===== src/rtl/conv_pkg.sv =====
// Shared types and helpers for the convolution result streamer.
// Holds the pixel width, the streamer FSM encoding and the 8-bit saturating requantiser.
package conv_pkg;

    localparam int PIX_W = 16;

    typedef enum logic [1:0] {
        IDLE   = 2'd0,
        STREAM = 2'd1,
        DONE   = 2'd2
    } state_t;

    // Unsigned clamp of a 16-bit result pixel into 8 bits for display.
    function automatic logic [7:0] sat8(input logic [15:0] pix);
        return (pix > 16'd255) ? 8'hFF : pix[7:0];
    endfunction

endpackage


===== src/rtl/conv_rise_detect.sv =====
// Rising-edge detector for the conv core's done level.
// done_q is registered every cycle; o_rise is combinational from the live level.
module conv_rise_detect (
    input  logic clk,
    input  logic rst,
    input  logic i_level,
    output logic o_rise
);

    logic r_level_q;

    always_ff @(posedge clk or negedge rst) begin
        if (!rst) begin
            r_level_q <= 1'b0;
        end else begin
            r_level_q <= i_level;
        end
    end

    assign o_rise = i_level & ~r_level_q;

endmodule


===== src/rtl/conv_result_streamer.sv =====
// Snapshots the conv core's flat result on a done rise and streams it row-major over valid/ready.
// Optional macro CONV_STREAM_SAT8_EN: output pixels are saturated to 8 bits, zero-extended.
module conv_result_streamer #(
    parameter int  OUT   = 3,
    parameter int  PIX_W = conv_pkg::PIX_W,
    parameter int  IDX_W = (OUT * OUT > 1) ? $clog2(OUT * OUT) : 1,
    localparam int RC_W  = (OUT > 1) ? $clog2(OUT) : 1
) (
    input  logic                     clk,
    input  logic                     rst,
    input  logic                     done,
    input  logic [OUT*OUT*PIX_W-1:0] result,
    output logic                     m_valid,
    input  logic                     m_ready,
    output logic [PIX_W-1:0]         m_data,
    output logic [RC_W-1:0]          m_row,
    output logic [RC_W-1:0]          m_col,
    output logic                     m_last,
    output logic                     busy,
    output logic                     frame_done,
    output logic                     frame_drop,
    output logic [1:0]               dbg_state
);

    import conv_pkg::*;

    localparam int               NPIX     = OUT * OUT;
    localparam logic [IDX_W-1:0] LAST_IDX = IDX_W'(NPIX - 1);
    localparam logic [RC_W-1:0]  LAST_COL = RC_W'(OUT - 1);

    state_t                   r_state, w_nxt_state;
    logic [IDX_W-1:0]         r_idx, w_nxt_idx, w_idx_inc, w_rd_idx;
    logic [RC_W-1:0]          r_row, r_col, w_nxt_row, w_nxt_col;
    logic                     r_m_valid, w_nxt_valid;
    logic                     r_m_last, w_nxt_last;
    logic                     r_frame_drop, w_nxt_drop;
    logic [PIX_W-1:0]         r_m_data, w_nxt_data, w_buf_pix;
    logic [NPIX*PIX_W-1:0]    r_buf;
    logic [PIX_W-1:0]         w_pix [NPIX];
    logic                     w_done_rise, w_capture, w_accept;

    function automatic logic [PIX_W-1:0] fmt_pix(input logic [PIX_W-1:0] pix);
`ifdef CONV_STREAM_SAT8_EN
        return {{(PIX_W-8){1'b0}}, sat8(pix[15:0])};
`else
        return pix;
`endif
    endfunction

    conv_rise_detect u_rise (
        .clk     (clk),
        .rst     (rst),
        .i_level (done),
        .o_rise  (w_done_rise)
    );

    for (genvar g = 0; g < NPIX; g++) begin : g_pix
        assign w_pix[g] = r_buf[g*PIX_W +: PIX_W];
    end

    // The pixel after the current one is prefetched so the output register loads it on acceptance.
    assign w_idx_inc = r_idx + 1'b1;
    assign w_rd_idx  = (r_idx == LAST_IDX) ? '0 : w_idx_inc;
    assign w_buf_pix = w_pix[w_rd_idx];
    assign w_accept  = r_m_valid & m_ready;

    always_comb begin
        w_nxt_state = r_state;
        w_nxt_idx   = r_idx;
        w_nxt_row   = r_row;
        w_nxt_col   = r_col;
        w_nxt_valid = r_m_valid;
        w_nxt_last  = r_m_last;
        w_nxt_data  = r_m_data;
        w_nxt_drop  = 1'b0;
        w_capture   = 1'b0;
        case (r_state)
            IDLE: begin
                if (w_done_rise) begin
                    w_capture   = 1'b1;
                    w_nxt_state = STREAM;
                    w_nxt_idx   = '0;
                    w_nxt_row   = '0;
                    w_nxt_col   = '0;
                    w_nxt_valid = 1'b1;
                    w_nxt_last  = (LAST_IDX == '0);
                    w_nxt_data  = fmt_pix(result[PIX_W-1:0]);
                end
            end
            STREAM: begin
                w_nxt_drop = w_done_rise;
                if (w_accept) begin
                    if (r_idx == LAST_IDX) begin
                        w_nxt_state = DONE;
                        w_nxt_idx   = '0;
                        w_nxt_row   = '0;
                        w_nxt_col   = '0;
                        w_nxt_valid = 1'b0;
                        w_nxt_last  = 1'b0;
                        w_nxt_data  = '0;
                    end else begin
                        w_nxt_idx  = w_idx_inc;
                        w_nxt_data = fmt_pix(w_buf_pix);
                        w_nxt_last = (w_idx_inc == LAST_IDX);
                        if (r_col == LAST_COL) begin
                            w_nxt_col = '0;
                            w_nxt_row = r_row + 1'b1;
                        end else begin
                            w_nxt_col = r_col + 1'b1;
                        end
                    end
                end
            end
            DONE: begin
                w_nxt_drop  = w_done_rise;
                w_nxt_state = IDLE;
                w_nxt_idx   = '0;
            end
            default: begin
                w_nxt_state = IDLE;
            end
        endcase
    end

    always_ff @(posedge clk or negedge rst) begin
        if (!rst) begin
            r_state      <= IDLE;
            r_idx        <= '0;
            r_row        <= '0;
            r_col        <= '0;
            r_m_valid    <= 1'b0;
            r_m_last     <= 1'b0;
            r_m_data     <= '0;
            r_frame_drop <= 1'b0;
        end else begin
            r_state      <= w_nxt_state;
            r_idx        <= w_nxt_idx;
            r_row        <= w_nxt_row;
            r_col        <= w_nxt_col;
            r_m_valid    <= w_nxt_valid;
            r_m_last     <= w_nxt_last;
            r_m_data     <= w_nxt_data;
            r_frame_drop <= w_nxt_drop;
        end
    end

    // Frame contents are don't-care until the first capture, so the buffer carries no reset.
    always_ff @(posedge clk) begin
        if (w_capture) begin
            r_buf <= result;
        end
    end

    assign m_valid    = r_m_valid;
    assign m_data     = r_m_data;
    assign m_row      = r_row;
    assign m_col      = r_col;
    assign m_last     = r_m_last;
    assign busy       = (r_state != IDLE);
    assign frame_done = (r_state == DONE);
    assign frame_drop = r_frame_drop;
    assign dbg_state  = r_state;

endmodule


===== config.mk =====
export PLATFORM = sky130hd
export DESIGN_NAME = conv_result_streamer
export DESIGN_NICKNAME = d
export VERILOG_FILES = /design/src/rtl/conv_pkg.sv /design/src/rtl/conv_rise_detect.sv /design/src/rtl/conv_result_streamer.sv
export SDC_FILE = /design/constraint.sdc
export NUM_CORES = 1
export LEC_CHECK = 0
export ABC_AREA = 0
export CAP_MARGIN = 0
export CORE_MARGIN = 4
export CORE_UTILIZATION = 47
export CTS_BUF_LIST = sky130_fd_sc_hd__clkbuf_4 sky130_fd_sc_hd__clkbuf_8
export DETAILED_ROUTE_END_ITERATION = 12
export GPL_TIMING_DRIVEN = 0
export PLACE_DENSITY_LB_ADDON = 0.12
export SETUP_SLACK_MARGIN = 0.5
export SYNTH_ARGS = -nofsm -noshare
export SYNTH_HDL_FRONTEND = slang
export SYNTH_HIERARCHICAL = 1
export SYNTH_SLANG_ARGS = --single-unit

===== constraint.sdc =====
create_clock -name clk -period 11 [get_ports clk]
set_input_delay 1.1 -clock clk [delete_from_list [all_inputs] [get_ports clk]]
set_output_delay 1.1 -clock clk [all_outputs]
set_load 0.03 [all_outputs]

# Word level (Yosys, flattened, before mapping)
# Index checks and enable logic that the tools add are counted.
[totals] ff_bits=174 latch_bits=0 ramBits=0 romBits=0 out_inout_bits=27 word_cells=72 memories=0
[classes] add_sub_neg=3 mul=0 div=0 order_cmp=1 eq_ne=9 shift=0 mux=35 bitwise_logic=4 n_reduce_logical=10
[op_table] op="16-bit 2-to-1 mux" n=5
[op_table] op="16-bit binary-select mux with 4-bit select" n=1
[op_table] op="16-bit one-hot mux with 2 select lines" n=1
[op_table] op="2-bit 2-to-1 mux" n=10
[op_table] op="4-bit 2-to-1 mux" n=3
[op_table] op="2-bit one-hot mux with 2 select lines" n=3
[op_table] op="4-bit one-hot mux with 3 select lines" n=1
[op_table] op="1-bit 2-to-1 mux" n=9
[op_table] op="3-bit AND reduction" n=3
[op_table] op="4-bit equality test, second input constant" n=2
[op_table] op="4-bit AND reduction" n=2
[op_table] op="5-bit >= comparator, second input constant" n=1
[op_table] op="4-bit NOT with 5-bit output" n=1
[op_table] op="2-bit by 1-bit adder with 2-bit output, second input constant" n=2
[op_table] op="4-bit by 1-bit adder with 4-bit output, second input constant" n=1
[op_table] op="2-bit equality test, second input constant" n=2
[op_table] op="2-bit != test, second input constant" n=2
[op_table] op="1-bit one-hot mux with 2 select lines" n=2
[op_table] op="2-bit nonzero test" n=2
[op_table] op="3-bit != test, second input constant" n=1
[op_table] op="3-bit nonzero test" n=1
[op_table] op="1-bit bitwise AND" n=2
[op_table] op="2-bit by 1-bit equality test with 1-bit output, second input constant" n=1
[op_table] op="2-bit zero test" n=1
[op_table] op="3 further kinds" n=3

# Depth between registers and ports, before layout
# Gate-level depths: netlist of the first run.
[logic_depth] word_depth=9 depth_mapped=12 depth_no_buf=7

# Modules after synthesis
# The synthesis of the first run kept the hierarchy.
[modules_own_cells] module="conv_result_streamer" instances=1 cells_per_inst=538 area_per_inst_um2=7598.5 seq_area_each_um2=5049.8
[modules_own_cells] module="conv_rise_detect" instances=1 cells_per_inst=2 area_per_inst_um2=38.8 seq_area_each_um2=25.0

# Least setup slack after synthesis of the first run
# No wires, ideal clock.
[synth_timing] path_kind="in2reg" start="input port done" end="register r_m_valid (netlist: m_valid)" setup_time_ns=0.078 arrival_time_ns=5.018 path_slack_ns=5.904 stages=3 cell_sequence="nor2b_4 and2_1 a22o_1"
[synth_via] elab_chain_len=3
[synth_lines] item="start: declaration" line="conv_result_streamer.sv:11" rtl="input logic done,"
[synth_lines] item="1-bit bitwise AND" line="conv_rise_detect.sv:20" rtl="assign o_rise = i_level & ~r_level_q;"
[synth_lines] item="2-bit by 1-bit != test with 1-bit output (no source line)"
[synth_lines] item="4-bit AND reduction (no source line)"
[synth_lines] item="end signal: assignment" line="conv_result_streamer.sv:140" rtl="r_m_valid <= w_nxt_valid;"
[synth_lines] item="end: declaration" line="conv_result_streamer.sv:34" rtl="logic r_m_valid, w_nxt_valid;"
# No other way between the ends.
# A chain may end at the register's enable or synchronous reset.

# Final worst setup path of the first run
[layout_timing] start="register r_idx[0]" end="register r_m_data[5] (netlist: m_data[5])"
[layout_via] elab_chain_len=9 word_cells_on_any_way=10
[layout_lines] item="start: declaration" line="conv_result_streamer.sv:32" rtl="logic [IDX_W-1:0] r_idx, w_nxt_idx, w_idx_inc, w_rd_idx;"
[layout_lines] item="start signal: assignment" line="conv_result_streamer.sv:137" rtl="r_idx <= w_nxt_idx;"
[layout_lines] item="4-bit by 1-bit adder with 4-bit output / 4-bit equality test (equally long branches)" line="conv_result_streamer.sv:62, conv_result_streamer.sv:63, conv_result_streamer.sv:93"
[layout_lines] item="4-bit 2-to-1 mux" line="conv_result_streamer.sv:63" rtl="assign w_rd_idx = (r_idx == LAST_IDX) ? '0 : w_idx_inc;"
[layout_lines] item="4-bit NOT with 5-bit output (not written as such)" line="conv_result_streamer.sv:64" rtl="assign w_buf_pix = w_pix[w_rd_idx];"
[layout_lines] item="16-bit binary-select mux with 4-bit select" line="conv_result_streamer.sv:64"
[layout_lines] item="16-bit 2-to-1 mux (not written as such) (2 in series)" line="conv_result_streamer.sv:64"
[layout_lines] item="16-bit 2-to-1 mux (*)" line="conv_result_streamer.sv:93" rtl="if (r_idx == LAST_IDX) begin"
[layout_lines] item="16-bit 2-to-1 mux (*)" line="conv_result_streamer.sv:92" rtl="if (w_accept) begin"
[layout_lines] item="16-bit one-hot mux with 2 select lines (*)" line="conv_result_streamer.sv:77" rtl="case (r_state)"
[layout_lines] item="end signal: assignment" line="conv_result_streamer.sv:142" rtl="r_m_data <= w_nxt_data;"
[layout_lines] item="end: declaration" line="conv_result_streamer.sv:37" rtl="logic [PIX_W-1:0] r_m_data, w_nxt_data, w_buf_pix;"
# Every way passes the cells marked *; elsewhere a longest branch is shown, timed or not. The select of a mux whose other input is x is not followed.

==> results.txt, run 1 <==
The HPWL reported at the end of detailed placement is 14120 um. The post-CTS setup buffer count came out at 0. The final clock skew is 11.59 ps. The leakage power is 3.568 nW. When the netlist entered floorplanning its net count stood at 695. The signal on the critical path passes through buf_2 > clkinv_1 > clkbuf_1 > ha_1 > and2_4 > a21oi_4 > buf_6 > mux2_2 > o211ai_1 > a31oi_1. In this run, synthesis inferred 144 flip-flops with an integrated enable.

Counting flops and latches in the post-synthesis netlist gives 174. Summed over all layers, the routed wires come to 19460 um. Once the floorplan was initialized, standard cells occupied 48.08% of the core. The worst-case IR drop observed on VDD is 0.0001383 V. The synthesis-to-finish area growth is 32.78%. The tree is rooted in a sky130_fd_sc_hd__clkbuf_8. The total number of clock tree sinks is 174. The routed length per instance is 20.18 um. In this run the deepest clock path goes through 2 buffers.

The largest individual stage delay along the critical path comes from the cell sky130_fd_sc_hd__dfrtp_1. The commonest register cell after synthesis is sky130_fd_sc_hd__edfxtp_1. The boundary pin count came out at 175.

The via count is 5240. Sorting the synthesized cells by area gives the leading types as sky130_fd_sc_hd__edfxtp_1 57%, sky130_fd_sc_hd__dfrtp_1 9.8%, sky130_fd_sc_hd__mux2i_1 4.3%. The die covers 18350 um^2. The via count of the first global-routing pass is 5429. The final sum of negative setup slack is 0 ps. The layout has 1219 filler cells. The register clock-pin slew on the reported worst setup and hold paths is 90 ps. Global routing used 21.22% of the available tracks. The run finished with clean final reports. The number of vias per cell after detailed routing is 5.436. The clock buffer count from CTS came out at 17. The number of iterations in the first detailed-routing pass is 5. The H-tree depth reported by CTS is 4. In this design, the stage delay of the slowest critical-path cell is 390 ps. The largest total area in the synthesized netlist belongs to sky130_fd_sc_hd__edfxtp_1.

The time the worst path needs with I/O delays and setup is 3323 ps. Of the post-synthesis cell area, the dominant cell type holds 56.62%. The count of final setup violators is 0. The sequential cell area fraction in the yosys report is 66.45%.

TritonCTS built the clock tree. The final count of pins violating max slew came out at 0. The classification of the worst-slack hold path is reg -> reg. The number of hold-repair buffers added at the cts stage came out at 0.

The count of cells resized by post-cts repair is 0. The last weighted congestion value of the routability-driven placer came out at 0.8423. The synthesized instance count came out at 540. The layout net count is 890.

The remaining antenna violation count after routing came out at 0. In this run, distinct cell masters in the synthesized netlist total 45. The transition time at the pin with the least slew margin is 759.5 ps. The setup check on the worst reg-to-reg path leaves a slack of 7680 ps. Power spread over the standard cell area amounts to 235.7 nW/um^2.

The synthesis warning total came out at 6. After global routing the overflow that remains totals 0. The post-placement cell area came out at 9702 um^2. Measured against its own limit, the worst slew margin works out to 49.37%.

The number of antenna violations at the first check in global routing is 0. The critical path data required time is 11340 ps. The max-cap check violation count came out at 0.

The floorplan step defined a core boundary enclosing 15890 um^2. The die is 135.5 um tall. From left edge to right edge, the die measures 135.5 um.

The maximum number of pins on one net before global-route repair came out at 63. The clock latency on the worst-skew pair came out at 470 ps. The worst path uses 30.21% of the clock period.

The buffers plus inverters on the worst setup path is 4. Cells with a size suffix above 1 make up 14.84% of the layout. The number of antenna diodes in the final layout is 0. The post-synthesis average cell area came out at 14.14 um^2.

The first global-routing pass estimated 29150 um of wire. The worst setup path is of the reg -> reg kind. Setup repair after global routing left no endpoint under its margin. The synthesized netlist occupies a cell area of 7637 um^2.

The highest net fanout along the worst path came out at 10. The maximum operating frequency came out at 300.9 MHz. The number of hold-slack violations in the final timing report came out at 0. The data arrival time of the critical path is 3670 ps.

The worst setup path is launched from a flip-flop. The area of all placed cells without fillers came out at 10140 um^2. The kind of cell with the highest combined delay along the critical path is buffers and inverters. Input and output buffers added on the ports amount to 174. The number of remaining DRC errors is 0.

The count of standard-cell rows came out at 46. STA classifies the critical path endpoint as a flip-flop. The async set-reset flop share out of synthesis came out at 17.24%.

The detailed router finished its first iteration with 343 violations.
## worst reg2reg max path: stages (launching register included)
cell,delay [ps]
sky130_fd_sc_hd__dfrtp_1,390
sky130_fd_sc_hd__buf_2,280
sky130_fd_sc_hd__clkinv_1,340
sky130_fd_sc_hd__clkbuf_1,370
sky130_fd_sc_hd__ha_1,350
sky130_fd_sc_hd__and2_4,200
sky130_fd_sc_hd__a21oi_4,310
sky130_fd_sc_hd__buf_6,240
sky130_fd_sc_hd__mux2_2,350
sky130_fd_sc_hd__o211ai_1,270
sky130_fd_sc_hd__a31oi_1,120
## layout by cell type, fill, tap and decap left out, types with 4 or more instances in the layout
| master | n |
|---|---|
| sky130_fd_sc_hd__clkdlybuf4s50_1 | 173 |
| sky130_fd_sc_hd__edfxtp_1 | 144 |
| sky130_fd_sc_hd__nor2_1 | 35 |
| sky130_fd_sc_hd__mux2i_1 | 33 |
| sky130_fd_sc_hd__dfrtp_1 | 30 |
| sky130_fd_sc_hd__nand2_1 | 24 |
| sky130_fd_sc_hd__a21oi_1 | 24 |
| sky130_fd_sc_hd__nand3_1 | 21 |
| sky130_fd_sc_hd__mux2_2 | 17 |
| sky130_fd_sc_hd__a21o_1 | 17 |
| sky130_fd_sc_hd__clkbuf_8 | 17 |
| sky130_fd_sc_hd__o211ai_1 | 16 |
| sky130_fd_sc_hd__a2bb2oi_1 | 16 |
| sky130_fd_sc_hd__a211oi_2 | 16 |
| sky130_fd_sc_hd__o21ai_1 | 16 |
| sky130_fd_sc_hd__o22ai_1 | 16 |
| sky130_fd_sc_hd__a31oi_1 | 16 |
| sky130_fd_sc_hd__buf_2 | 15 |
| sky130_fd_sc_hd__clkbuf_1 | 12 |
| sky130_fd_sc_hd__a21oi_2 | 10 |
| sky130_fd_sc_hd__o21ai_0 | 8 |
| sky130_fd_sc_hd__buf_6 | 7 |
| sky130_fd_sc_hd__ha_1 | 7 |
| sky130_fd_sc_hd__inv_1 | 6 |
| sky130_fd_sc_hd__inv_6 | 4 |
| sky130_fd_sc_hd__bufinv_16 | 4 |
## cell families after synthesis
kind of cell               Yosys count  synth area share, %
adders and majority gates            7                1.147
DFF                                174                66.45
buffers and inverters               45                3.195
AOI/OAI and AO/OA                  162                15.63
muxes                               51                6.979
xor gates and xnor gates             3               0.5406
and+or+nand+nor                     98                6.062
## flip-flops by register name, indices dropped and copies added (netlist names)
| name | flops |
|---|---|
| m_valid | 1 |
| m_col | 2 |
| m_last | 1 |
| m_data | 16 |
| m_row | 2 |
| frame_drop | 1 |
| r_idx | 4 |
| dbg_state | 2 |
| u_rise/r_level_q | 1 |
| r_buf | 144 |
## area by class of cell
cell class	count	area [um^2]	area share, %
sequential	174	5075	50.04
clock inverter	12	182.7	1.801
buffer	38	217.7	2.147
clock buffer	20	256.5	2.529
timing repair buffer	176	1792	17.67
multi-input combinational	321	2321	22.89
inverter	7	26.28	0.2591
tap	216	270.3	2.665
## layer usage
metal | wire length, um | GRT usage (%)
met4 | 422 | 6.607
met5 | 0 | 0
met2 | 9438 | 34.79
met1 | 8116 | 27.09
met3 | 1478 | 6.761
## synthesized netlist by cell type, types with 2 or more instances
cell and instances:
sky130_fd_sc_hd__edfxtp_1 144, sky130_fd_sc_hd__nor2_1 35, sky130_fd_sc_hd__mux2i_1 33, sky130_fd_sc_hd__dfrtp_1 30
sky130_fd_sc_hd__a21oi_1 24, sky130_fd_sc_hd__nand2_1 24, sky130_fd_sc_hd__nand3_1 21, sky130_fd_sc_hd__a21o_1 17
sky130_fd_sc_hd__mux2_2 17, sky130_fd_sc_hd__a211oi_2 16, sky130_fd_sc_hd__a2bb2oi_1 16, sky130_fd_sc_hd__a31oi_1 16
sky130_fd_sc_hd__o211ai_1 16, sky130_fd_sc_hd__o21ai_1 16, sky130_fd_sc_hd__o22ai_1 16, sky130_fd_sc_hd__buf_2 14
sky130_fd_sc_hd__clkbuf_1 12, sky130_fd_sc_hd__a21oi_2 10, sky130_fd_sc_hd__o21ai_0 8, sky130_fd_sc_hd__buf_6 7
sky130_fd_sc_hd__ha_1 7, sky130_fd_sc_hd__inv_1 6, sky130_fd_sc_hd__and2_1 3, sky130_fd_sc_hd__buf_1 3
sky130_fd_sc_hd__nand2b_1 3, sky130_fd_sc_hd__nor2b_1 3, sky130_fd_sc_hd__a22o_1 2, sky130_fd_sc_hd__nor2_2 2
sky130_fd_sc_hd__nor3_1 2, sky130_fd_sc_hd__xnor2_2 2
## report_power, final
group | internal (mW) | switching [mW] | total, mW | leakage [nW]
Clock | 0.257 | 0.237 | 0.495 | 0.217
Sequential | 0.828 | 0.0491 | 0.877 | 1.69
Combinational | 0.420 | 0.598 | 1.02 | 1.66
## per-stage QoR
stage | cells | power [mW] | hold WS [ps] | utilization, % | worst slack (ps)
floorplan | 540 | 1.563 | 574.4 | - | 5904
global placement | 930 | 1.893 | 481.7 | 60.74 | 4250
detailed placement | 932 | 1.907 | 488.4 | 61.07 | 7735
CTS | 964 | 2.399 | 508.0 | 63.84 | 7721
global route | 964 | 2.514 | 533.1 | 63.84 | 7420
finish | 964 | 2.390 | 508.1 | 63.84 | 7677
## final timing paths
path                          start  depth (start not counted)               end
max                        r_idx[0]                         10         m_data[5]
min                          m_last                          2            m_last
max reg2reg                r_idx[0]                         10         m_data[5]
min reg2reg                  m_last                          2            m_last
max in group asynchronous       rst                          1         m_data[0]
min in group asynchronous       rst                          1  u_rise/r_level_q
(Power assumes the default switching activity.)
==> inputs of run 2 (changes only) <==
==> constraint.sdc (replaced) <==
create_clock -name clk -period 2.7 [get_ports clk]
set_input_delay 0.27 -clock clk [delete_from_list [all_inputs] [get_ports clk]]
set_output_delay 0.27 -clock clk [all_outputs]
set_load 0.03 [all_outputs]
==> results.txt, run 2 (same netlist as run 1, synthesis figures left out) <==
The met2 layer usage reported by global route came out at 35.62% (was 34.79%). The clock buffer count from CTS is 17 (unchanged). The count of final setup violators is 0 (unchanged).

The power density over cell area is 940.9 nW/um^2 (was 235.7 nW/um^2). The HPWL reported at the end of detailed placement is 14240 um (was 14120 um). The number of remaining DRC errors is 0 (unchanged). The transition time at the pin with the least slew margin was 745.3 ps (was 759.5 ps).

The count of standard-cell rows came out at 46 (unchanged). The register clock-pin slew on the reported worst setup and hold paths came out at 90 ps (about the same). The die footprint is 18350 um^2 (unchanged). The cell chosen for the clock root is sky130_fd_sc_hd__clkbuf_8 (unchanged). The final clock skew was 16.46 ps (was 11.59 ps). The hold slack came to 279.7 ps (was 508.1 ps). The via count of the first global-routing pass came out at 5422 (was 5429).

The total detailed-routing wirelength is 20030 um (was 19460 um). The number of antenna violations at the first check in global routing came to 0 (unchanged). The total number of clock tree sinks came out at 174 (unchanged). The start point of the critical path is r_idx[0] (unchanged). The classification of the worst-slack hold path was in -> reg (was reg -> reg). The type of destination of the critical path is a flip-flop (unchanged). The DRC marker count from the first detailed-route iteration was 432 (was 343). The flip-flop count of the largest register, all copies and words added came to 144 (unchanged). The die outline width is 135.5 um (unchanged). The kind of start point of the critical path is a flip-flop (unchanged).

The register containing the most flip-flops in the final layout is r_buf (unchanged). The clock latency on the worst-skew pair is 470 ps (about the same). The logic depth of the worst path, buffers included is 10 (unchanged). The number of filler instances in the final layout is 1218 (was 1219). The most common library cell in the layout ignoring fill and taps is sky130_fd_sc_hd__clkdlybuf4s50_1 (unchanged). The CTS tree is yes (unchanged). Setup repair after global routing missed its margin: yes (was no).

The final count of pins violating max slew came out at 0 (unchanged). The via count was 5395 (was 5240). The routed length per instance is 20.50 um (was 20.18 um). The number of port buffers is 174 (unchanged). The core box area was 15890 um^2 (unchanged).

The maximum number of pins on one net before global-route repair is 66 (was 63). The die height is 135.5 um (unchanged). The H-tree depth reported by CTS is 4 (unchanged).

The classification of the worst setup path is reg -> reg (unchanged). The layout net count came out at 903 (was 890). The time the worst path needs with I/O delays and setup came to 2305 ps (was 3323 ps). The all-layer global routing usage came out at 21.98% (was 21.22%). The initial core utilization is 48.08% (unchanged). The leakage power came out at 3.745 nW (was 3.568 nW). The global routing's busiest layer is met2 (unchanged). The max-cap check violation count was 0 (unchanged). The number of iterations in the first detailed-routing pass is 6 (was 5). The data arrival time of the critical path was 2650 ps (was 3670 ps). The final period utilization came out at 85.37% (was 30.21%). The global-route met1 utilization came out at 29.34% (was 27.09%). The worst-case setup margin in the final layout is 395.0 ps (was 7677 ps). The number of hold-slack violations in the final timing report came to 0 (unchanged). The end of the worst register-to-register path is m_data[2] (was m_data[5]). The capturing element of the worst setup path is m_data[2] (was m_data[5]). The remaining max-slew budget at the tightest pin came to 50.31% (was 49.37%). The buffers plus inverters on the worst setup path is 4 (unchanged). The global-route wire length before repair is 30150 um (was 29150 um). The number of vias per cell after detailed routing is 5.522 (was 5.436).

Most frequent cells in the layout: 171 x sky130_fd_sc_hd__clkdlybuf4s50_1, 144 x sky130_fd_sc_hd__edfxtp_1, 35 x sky130_fd_sc_hd__nor2_1 (was 173 x sky130_fd_sc_hd__clkdlybuf4s50_1, 144 x sky130_fd_sc_hd__edfxtp_1, 35 x sky130_fd_sc_hd__nor2_1). The final sum of negative setup slack came out at 0 ps (unchanged). The global-route track usage on met3 came out at 6.018% (was 6.761%). The remaining antenna violation count after routing is 0 (unchanged). The highest net fanout along the worst path came to 6 (was 10). The highest-delay cell along the critical path is sky130_fd_sc_hd__dfrtp_1 (unchanged). The count of inserted antenna diode cells came out at 0 (unchanged). The maximum operating frequency is 433.8 MHz (was 300.9 MHz).

The top cell family by delay on the critical path was compound AO/OA/AOI/OAI gates (was buffers and inverters). The sum of overflow across all layers after global routing is 0 (unchanged). The number of buffers on the longest clock path came to 2 (unchanged). The post-placement setup slack is 26.30 ps (was 7735 ps).

The share of post-route cells with drive strength above 1 is 17.74% (was 14.84%). The delay of the slowest cell on the worst path is 380 ps (was 390 ps). The startpoint of the most critical register-to-register path is r_idx[0] (unchanged). The synthesis-to-finish area growth is 35.55% (was 32.78%). Run status: finished clean (unchanged). The post-placement cell area is 9741 um^2 (was 9702 um^2). The area of all placed cells without fillers came out at 10350 um^2 (was 10140 um^2).

The critical path data required time is 3050 ps (was 11340 ps). The logic depth of the worst register-to-register path came to 10 (unchanged). The worst ir drop on vdd came out at 0.0006350 V (was 0.0001383 V).

The boundary pin count is 175 (unchanged). List of cells traversed by the critical path: buf_6 > clkinv_8 > clkbuf_16 > ha_4 > and2_4 > a21oi_4 > buf_12 > mux2_4 > o211ai_1 > a31oi_1 (was buf_2 > clkinv_1 > clkbuf_1 > ha_1 > and2_4 > a21oi_4 > buf_6 > mux2_2 > o211ai_1 > a31oi_1). The slack of the worst reg-to-reg path came out at 390 ps (was 7680 ps). The last weighted congestion value of the routability-driven placer came out at 0.8584 (was 0.8423).
run 2: cell types whose count changed in the layout (fill, tap and decap cells not counted), moves of 3 or more:
cell / delta
sky130_fd_sc_hd__clkinv_4: +4
sky130_fd_sc_hd__buf_4: +7
sky130_fd_sc_hd__mux2_2: -14
sky130_fd_sc_hd__clkbuf_1: -6
sky130_fd_sc_hd__clkbuf_2: +4
sky130_fd_sc_hd__mux2_4: +15
sky130_fd_sc_hd__buf_12: +3
sky130_fd_sc_hd__bufinv_16: -4
run 2: layer usage:
| metal | up-vias | part of all wire (%) |
|---|---|---|
| met4 | 0 | 1.7 |
| met3 | 31 | 7.8 |
| met1 | 2612 | 42 |
| li1 | 2498 | - |
| met5 | - | 0 |
| met2 | 254 | 48 |
run 2: how the worst min path moves through the flow:
stage | from | end | slack (ps) | depth (start not counted)
finish | done | u_rise/r_level_q | 280 | 1
global route | done | u_rise/r_level_q | 260 | 1
CTS | done | u_rise/r_level_q | 270 | 1
detailed placement | rst | frame_drop | 380 | 1
global placement | m_last | m_last | 490 | 2
floorplan | rst | dbg_state[0] | -30 | 0
run 2: metrics by stage:
| stage | std cells | total power, mW | utilization, % |
|---|---|---|---|
| 6_report | 977 | 9.741 | 65.17 |
| 5_1_grt | 977 | 10.24 | 65.17 |
| 4_1_cts | 976 | 9.734 | 64.99 |
| 3_5_place_dp | 932 | 7.803 | 61.32 |
| 3_3_place_gp | 930 | 7.714 | 61.00 |
| 2_1_floorplan | 540 | 6.383 | - |
run 2: timing repair:
| item | CTS | global route |
|---|---|---|
| endpoints found under the hold margin | 30 | 0 |
| buffers inserted | 9 | 1 |
| hold buffers | 1 | 0 |
| setup endpoints to repair | 50 | 19 |
| gates cloned | 2 | 0 |
| pin swaps | 26 | 20 |
| resized for setup | 20 | 11 |
run 2: report_power, final:
group / total [mW] / leakage [nW] / internal, mW / switching (mW)
Clock: 1.66 / 0.174 / 0.660 / 1.00
Combinational: 4.49 / 1.88 / 1.97 / 2.52
Sequential: 3.59 / 1.69 / 3.38 / 0.211
run 2: cell type report:
| cell class | count | area, um^2 | share of cell area (%) |
|---|---|---|---|
| Clock inverter | 14 | 110.1 | 1.064 |
| Inverter | 7 | 38.79 | 0.3747 |
| Sequential cell | 174 | 5077 | 49.05 |
| Timing Repair Buffer | 188 | 1947 | 18.81 |
| Clock buffer | 18 | 241.5 | 2.333 |
| Buffer | 38 | 257.7 | 2.490 |
| Tap cell | 216 | 270.3 | 2.611 |
| Multi-Input combinational cell | 322 | 2410 | 23.28 |
==> inputs of run 3 (changes only) <==
--- a/config.mk
+++ b/config.mk
@@ -11,8 +11,8 @@
 export CORE_UTILIZATION = 47
 export CTS_BUF_LIST = sky130_fd_sc_hd__clkbuf_4 sky130_fd_sc_hd__clkbuf_8
 export DETAILED_ROUTE_END_ITERATION = 12
-export GPL_TIMING_DRIVEN = 0
 export PLACE_DENSITY_LB_ADDON = 0.12
+export REMOVE_ABC_BUFFERS = 1
 export SETUP_SLACK_MARGIN = 0.5
 export SYNTH_ARGS = -nofsm -noshare
 export SYNTH_HDL_FRONTEND = slang
==> results.txt, run 3 (same netlist as run 1, synthesis figures left out) <==
Run status: finished clean (unchanged). The number of buffers on the longest clock path came out at 2 (unchanged). The number of antenna violations at the first check in global routing came out at 0 (unchanged).

The total detailed-routing wirelength came out at 18670 um (was 20030 um). The number of vias per cell after detailed routing is 5.501 (was 5.522). The HPWL reported at the end of detailed placement came out at 12940 um (was 14240 um). The CTS tree is yes (unchanged).

The routed length per instance came out at 19.66 um (was 20.50 um). The cell chosen for the clock root is sky130_fd_sc_hd__clkbuf_8 (unchanged). The last weighted congestion value of the routability-driven placer came out at 0.8128 (was 0.8584). The all-layer global routing usage came out at 21.12% (was 21.98%). The kind of start point of the critical path was a flip-flop (unchanged).

The register containing the most flip-flops in the final layout is r_buf (unchanged). The initial core utilization is 48.08% (unchanged). The max-cap check violation count came out at 0 (unchanged). Most frequent cells in the layout: 171 x sky130_fd_sc_hd__clkdlybuf4s50_1, 144 x sky130_fd_sc_hd__edfxtp_1, 35 x sky130_fd_sc_hd__nor2_1 (unchanged). The most common library cell in the layout ignoring fill and taps is sky130_fd_sc_hd__clkdlybuf4s50_1 (unchanged). The via count of the first global-routing pass came out at 5494 (was 5422). The highest net fanout along the worst path came out at 16 (was 6). List of cells traversed by the critical path: inv_1 > ha_2 > nor2_2 > a211o_1 > a211o_4 > a21oi_1 > a31oi_1 (was buf_6 > clkinv_8 > clkbuf_16 > ha_4 > and2_4 > a21oi_4 > buf_12 > mux2_4 > o211ai_1 > a31oi_1). The maximum number of pins on one net before global-route repair was 49 (was 66). The delay of the slowest cell on the worst path is 440 ps (was 380 ps).

The boundary pin count is 175 (unchanged). The core occupancy in the finished layout is 63.30% (was 65.17%). The share of post-route cells with drive strength above 1 is 15.53% (was 17.74%). The DRC marker count from the first detailed-route iteration is 370 (was 432). The maximum operating frequency is 475.0 MHz (was 433.8 MHz).

The count of final setup violators came out at 0 (unchanged). The synthesis-to-finish area growth is 31.67% (was 35.55%). Setup repair after global routing missed its margin: yes (unchanged). The number of port buffers came out at 174 (unchanged).

The register clock-pin slew on the reported worst setup and hold paths is 80 ps (was 90 ps). The worst ir drop on vdd is 0.0006444 V (was 0.0006350 V). The data arrival time of the critical path came out at 2440 ps (was 2650 ps).

The die height came out at 135.5 um (unchanged). The global-route wire length before repair came to 29390 um (was 30150 um). The clock buffer count from CTS came to 17 (unchanged). The critical path data required time came to 3040 ps (was 3050 ps). The final period utilization is 77.98% (was 85.37%). The number of remaining DRC errors came to 0 (unchanged). The hold slack is 304.8 ps (was 279.7 ps). The slack of the worst reg-to-reg path is 590 ps (was 390 ps). The transition time at the pin with the least slew margin is 799.0 ps (was 745.3 ps).

The count of inserted antenna diode cells came to 0 (unchanged). The type of destination of the critical path is a flip-flop (unchanged). The buffers plus inverters on the worst setup path came to 1 (was 4). The leakage power came out at 3.533 nW (was 3.745 nW).

The count of standard-cell rows came out at 46 (unchanged). The die outline width was 135.5 um (unchanged). The number of iterations in the first detailed-routing pass is 5 (was 6). The remaining max-slew budget at the tightest pin came out at 46.74% (was 50.31%). The clock latency on the worst-skew pair is 450 ps (was 470 ps). The top cell family by delay on the critical path is compound AO/OA/AOI/OAI gates (unchanged). The die footprint came out at 18350 um^2 (unchanged).

The classification of the worst setup path is reg -> reg (unchanged). The sum of overflow across all layers after global routing came out at 0 (unchanged). The final count of pins violating max slew is 0 (unchanged). The layout net count came out at 876 (was 903). The core box area came out at 15890 um^2 (unchanged). The power density over cell area came out at 925.3 nW/um^2 (was 940.9 nW/um^2). The classification of the worst-slack hold path is in -> reg (unchanged). The total number of clock tree sinks is 174 (unchanged). The highest-delay cell along the critical path is sky130_fd_sc_hd__dfrtp_1 (unchanged). The flip-flop count of the largest register, all copies and words added came out at 144 (unchanged).

The final clock skew is 7.386 ps (was 16.46 ps). The remaining antenna violation count after routing is 0 (unchanged). The time the worst path needs with I/O delays and setup came out at 2105 ps (was 2305 ps).

The number of filler instances in the final layout came out at 1232 (was 1218). The via count was 5226 (was 5395). The number of hold-slack violations in the final timing report came to 0 (unchanged).

The H-tree depth reported by CTS is 4 (unchanged).
run 3: stage by stage:
step / setup slack [ps] / total power [mW] / cell area (um^2) / TNS (ps) / cells
floorplan: -2156 / 6.151 / 7420 / -339430 / 502
global placement: 581.2 / 7.590 / 9637 / 0 / 913
detailed placement: 475.0 / 7.681 / 9637 / 0 / 913
CTS: 501.0 / 9.321 / 9998 / 0 / 946
global route: 477.7 / 9.828 / 10060 / 0 / 950
finish: 594.5 / 9.305 / 10060 / 0 / 950
run 3: per-layer routing:
metal  track usage, %  part of all wire (%)  routed length [um]  up-vias
met4            5.319                  0.92                 172        0
met5                0                     0                   0        -
li1                 -                     -                   -     2430
met2            34.57                    50                9328      211
met1            28.06                    42                7859     2573
met3            5.981                   7.0                1313       12
run 3: timing repair:
item                       4_1_cts  5_1_grt
hold endpoints to repair        30        0
hold buffers                     1        0
buffers inserted                 0        4
gates cloned                     0        0
pin swaps                        0        1
resized for setup                3        6
setup endpoints to repair        3       23
run 3: where the power goes:
group,switching (mW),internal [mW],total (mW),leakage (nW)
clock,0.870,0.760,1.63,0.181
combinational,2.39,1.70,4.09,1.66
sequential,0.209,3.37,3.58,1.69
total,3.47,5.84,9.30,3.53
run 3: cell type report:
cell class | count | area (um^2) | share of cell area, %
well taps | 216 | 270.3 | 2.688
clock buffers | 22 | 271.5 | 2.700
multi-input cells | 321 | 2359 | 23.45
clock inverters | 10 | 72.57 | 0.7217
repair buffers | 200 | 1977 | 19.66
flip-flops and latches | 174 | 5076 | 50.48
inverters | 7 | 30.03 | 0.2986
run 3: path summary, 6_finish.rpt:
| kind | from | to | depth (start not counted) |
|---|---|---|---|
| worst max-delay path | dbg_state[1] | m_data[4] | 7 |
| max in group asynchronous | rst | r_idx[0] | 2 |
| worst min-delay path | done | u_rise/r_level_q | 1 |
| worst max register to register | dbg_state[1] | m_data[4] | 7 |
| min in group asynchronous | rst | m_data[10] | 2 |
| worst min register to register | m_last | m_last | 2 |
==> RTL change 1, RTL diff (config.mk and constraints of run 2) <==
Register the output `dbg_state` once more, cleared by the reset; this adds one clock of latency there. The other outputs are not delayed to match.
--- a/src/rtl/conv_result_streamer.sv
+++ b/src/rtl/conv_result_streamer.sv
@@ -161,3 +161,9 @@
     assign frame_drop = r_frame_drop;
-    assign dbg_state  = r_state;
+    always_ff @(posedge clk or negedge rst) begin
+        if (!rst) begin
+            dbg_state <= '0;
+        end else begin
+            dbg_state <= r_state;
+        end
+    end
 
Function: changed (Yosys sat finds a counterexample within 4 cycles, from zero or initial values and one cycle with rst low).
==> RTL change 1 against run 2 <==
Synthesized cell count increased by 6.5%. Critical path depth increased by 2. Power increased by 10%. Final area increased by 6.6%. Clock power increased by 21%. Via count increased by 11%. Die area increased by 0.30%. Area after synthesis increased by 0.33%. Sequential cell count increased by 2. First-iteration DRC count increased by 26%. Routed wire length increased by 10%. Worst setup slack got worse by 0.071 ns. Critical path type unchanged. Critical endpoint is now m_data[10]. Largest power group unchanged. Highest routed layer unchanged.
==> RTL change 1: results (changes against run 2) <==
| Metric | Value |
|---|---|
| Commonest cells in the synthesized netlist | `edfxtp_1, o21ai_0, dfrtp_1, o221ai_1, nand2b_1` |
| Top post-synthesis cells by area | `edfxtp_1, dfrtp_1, o221ai_1` |
| CTS clock-pin slew for the worst setup and hold paths | `0.10 ns` |
| Initial antenna violation count | `0 (unchanged)` |
| Placer Congestion | `0.870 (+1.4%)` |
| Share of cells above drive strength 1 | `22.7% (+4.9 points)` |
| Reg2Reg Setup Slack | `0.32 ns (-0.07 ns)` |
| Slew HR | `40.5% (-9.8 points)` |
| Synth Net Count | `730 (+5.0%)` |
| Post-synthesis mux area share | `1.75% (-5.2 points)` |
| Layout Nets | `954 (+5.6%)` |
| RR Startpoint | `r_idx[0]` |
| Synthesis Warnings | `6 (unchanged)` |
| Layout fillers | `1,130 (-7.2%)` |
| Peak supply drop | `596 µV (-6.2%)` |
| Most common cell in the netlist | `edfxtp_1` |
| Compound-Gate Fraction of Synth Area | `16.7% (+1.1 points)` |
| Power Internal | `0.00669 W (+11%)` |
| Hpwl dp | `15.1 mm (+5.9%)` |
| Hold Worst Slack | `0.288 ns (+0.00835 ns)` |
| Post-synth cell types | `44 (-2.2%)` |
| P_clk | `0.00201 W (+21%)` |
| TritonCTS Buffers | `17 (unchanged)` |
| Setup WS pre-CTS | `-0.269 ns (-0.295 ns)` |
| Pleak | `3.83 nW (+2.3%)` |
| Mapped Cells | `575 (+6.5%)` |
| Highest-delay cell along the critical path | `dfrtp_1` |
| Placed insts | `966 (+3.6%)` |
| Adder-cell share of the synthesized area | `1.14% (-0.0037 points)` |
| Arrival time at the worst endpoint | `2.76 ns (+0.11 ns)` |
| Crit path largest cell delay | `0.40 ns (+0.02 ns)` |
| Worst-path fanout max | `7 (+1)` |
| Hold Startpoint | `done` |
| DR WL/cell | `21.5 µm (+4.8%)` |
| Outcome | `complete, no violations` |
| Reg2reg path depth | `12 (+2)` |
| WHS Endpoint | `u_rise/r_level_q` |
| Total global-route track usage | `23.2% (+1.2 points)` |
| Worst skew pair latency | `0.47 ns (about the same)` |
| Ys async rst share | `18.2% (+0.94 points)` |
| Max Fclk | `421 MHz (-3.0%)` |
| EDFF count, synth | `144 (unchanged)` |
| CTS Root Buffer Type | `clkbuf_8` |
| Reg with most FFs | `r_buf` |
| Seq group | `0.00360 W (about the same)` |
| Clk_skew | `0.0174 ns (+0.000992 ns)` |
| Initial drt markers | `544 (+26%)` |
| Post-place instance area | `9770 µm² (+0.28%)` |
| H-tree depth | `4 (unchanged)` |
| Sequential power share | `33.5% (-3.3 points)` |
| CP endpoint | `m_data[10]` |
| Vias | `5,965 (+11%)` |
| Finished Layout Cells | `1,027 (+5.1%)` |
| Largest net degree at the start of global routing | `77 (+17%)` |
| Hold Path Depth | `1 (unchanged)` |
| Clock Path Buffers | `2 (unchanged)` |
| Post-Synth XOR/XNOR Area | `0.343% (-0.20 points)` |
| Register area share after synthesis | `66.9% (+0.44 points)` |
| First-pass DRT Iterations | `7 (+1)` |
| First-pass GRT wire length | `31.9 mm (+5.7%)` |
-- RTL change 1: changes by cell type after synthesis, moves of 17 or more --
cell,delta
nand2b_1,+28
o221ai_1,+32
mux2i_1,-32
a21o_1,-17
o21ai_0,+39
-- RTL change 1: repair_timing --
item	4_1_cts	5_1_grt
hold buffers	0	1
gates resized for setup	97	62
endpoints found under the hold margin	0	32
pin swaps	50	27
setup endpoints to repair	101	99
gates cloned	6	2
buffers inserted	14	7
-- RTL change 1: layout make-up --
cell class,instances,area (µm²),area share (%)
Inverter,9,41.3,0.374
Multi-Input combinational cell,347,2680,24.3
Timing Repair Buffer,203,2020,18.4
Clock inverter,14,204,1.85
Buffer,45,452,4.09
Tap cell,216,270,2.45
Clock buffer,17,234,2.12
Sequential cell,176,5120,46.5
-- RTL change 1: routing by layer --
layer  GRT usage [%]  wire length (µm)  vias to the layer above
li1                -                 -                     2696
met1            29.7              8830                     2919
met2            38.5             11000                      313
met3            5.68              1720                       37
met4            8.29               535                        0
met5               0                 0                        -
==> RTL change 2, RTL diff (settings of run 2) <==
Without the edit above. The option `CONV_STREAM_SAT8_EN` is turned on by a define.
--- a/src/rtl/conv_result_streamer.sv
+++ b/src/rtl/conv_result_streamer.sv
@@ -2,2 +2,4 @@
 // Optional macro CONV_STREAM_SAT8_EN: output pixels are saturated to 8 bits, zero-extended.
+`define CONV_STREAM_SAT8_EN
+
 module conv_result_streamer #(
Formal check against the unedited RTL: not equivalent (Yosys sat finds a counterexample within 4 cycles, from zero or initial values and one cycle with rst low).
==> RTL change 2 against run 2 <==
Area after synthesis shrank 12%. Combinational power shrank 10%. Routed wire length shrank 23%. Sequential cell count shrank 8. Worst setup slack lost 0.36 ns. Power shrank 4.9%. Die area shrank 12%. Fmax shrank 13%. Final area shrank 7.6%. Highest routed layer unchanged.
==> RTL change 2: results (changes against run 2) <==
| Metric | Value |
|---|---|
| Layout fillers | `966 (-21%)` |
| Met1 Use GR | `24.3% (-5.1 points)` |
| Commonest cells in the synthesized netlist | `edfxtp_1, o21ai_0, dfrtp_1, nand2_1` |
| P_comb | `0.00402 W (-10%)` |
| Tap cells | `180 (-17%)` |
| Outcome | `complete, no violations` |
| Placed insts | `775 (-17%)` |
| Clkbuf count | `17 (-1)` |
| DR WL met2 | `7.44 mm (-23%)` |
| WL met1 | `6.34 mm (-25%)` |
| Clk pwr share | `20.2% (+3.1 points)` |
| Hpwl dp | `10.9 mm (-24%)` |
| Clock-cell share of area | `4.45% (+1.1 points)` |
| Register area share after synthesis | `72.8% (+6.3 points)` |
| PortBufs | `166 (-4.6%)` |
| Top post-synthesis cells by area | `edfxtp_1, dfrtp_1, mux4_2` |
| Placer Congestion | `0.774 (-9.9%)` |
| Reg2Reg Setup Slack | `0.04 ns (-0.36 ns)` |
| Layout non-clock buf frac | `21.5% (+0.23 points)` |
| Pleak | `3.33 nW (-11%)` |
| Post-place instance area | `8750 µm² (-10%)` |
| Switching Share | `36.2% (-2.1 points)` |
| Worst-path fanout max | `8 (+2)` |
| First-pass DRT Iterations | `5 (-1)` |
| Clk_skew | `0.00637 ns (-0.0101 ns)` |
| Peak supply drop | `522 µV (-18%)` |
| CP endpoint | `m_data[5]` |
| Gate power share | `43.4% (-2.7 points)` |
| Largest net degree at the start of global routing | `68 (+3.0%)` |
| DR WL/cell | `18.6 µm (-9.1%)` |
| First-pass GRT wire length | `23.5 mm (-22%)` |
RTL change 2: changes by cell type in the layout (fill, tap and decap cells not counted), moves of 14 or more:
| cell | change |
|---|---|
| a211oi_2 | -16 |
| a21o_1 | -15 |
| a21oi_1 | -15 |
| a2bb2oi_1 | -16 |
| a31oi_1 | -15 |
| buf_4 | +17 |
| mux2_4 | -15 |
| mux2i_1 | -17 |
| nor2_1 | -18 |
| nor3_1 | +15 |
| o211ai_1 | -14 |
| o21ai_0 | +22 |
| o22ai_1 | -14 |
RTL change 2: logic make-up after synthesis:
| family | after synthesis | share of synthesized area, % |
|---|---|---|
| other | 1 | 0.0560 |
| flip-flops | 166 | 72.8 |
| multiplexers | 32 | 7.13 |
| adder cells (fa/ha/maj) | 7 | 1.31 |
| AND/OR/NAND/NOR | 97 | 7.40 |
| buffers and inverters | 32 | 2.67 |
| AO/OA/AOI/OAI | 85 | 8.68 |
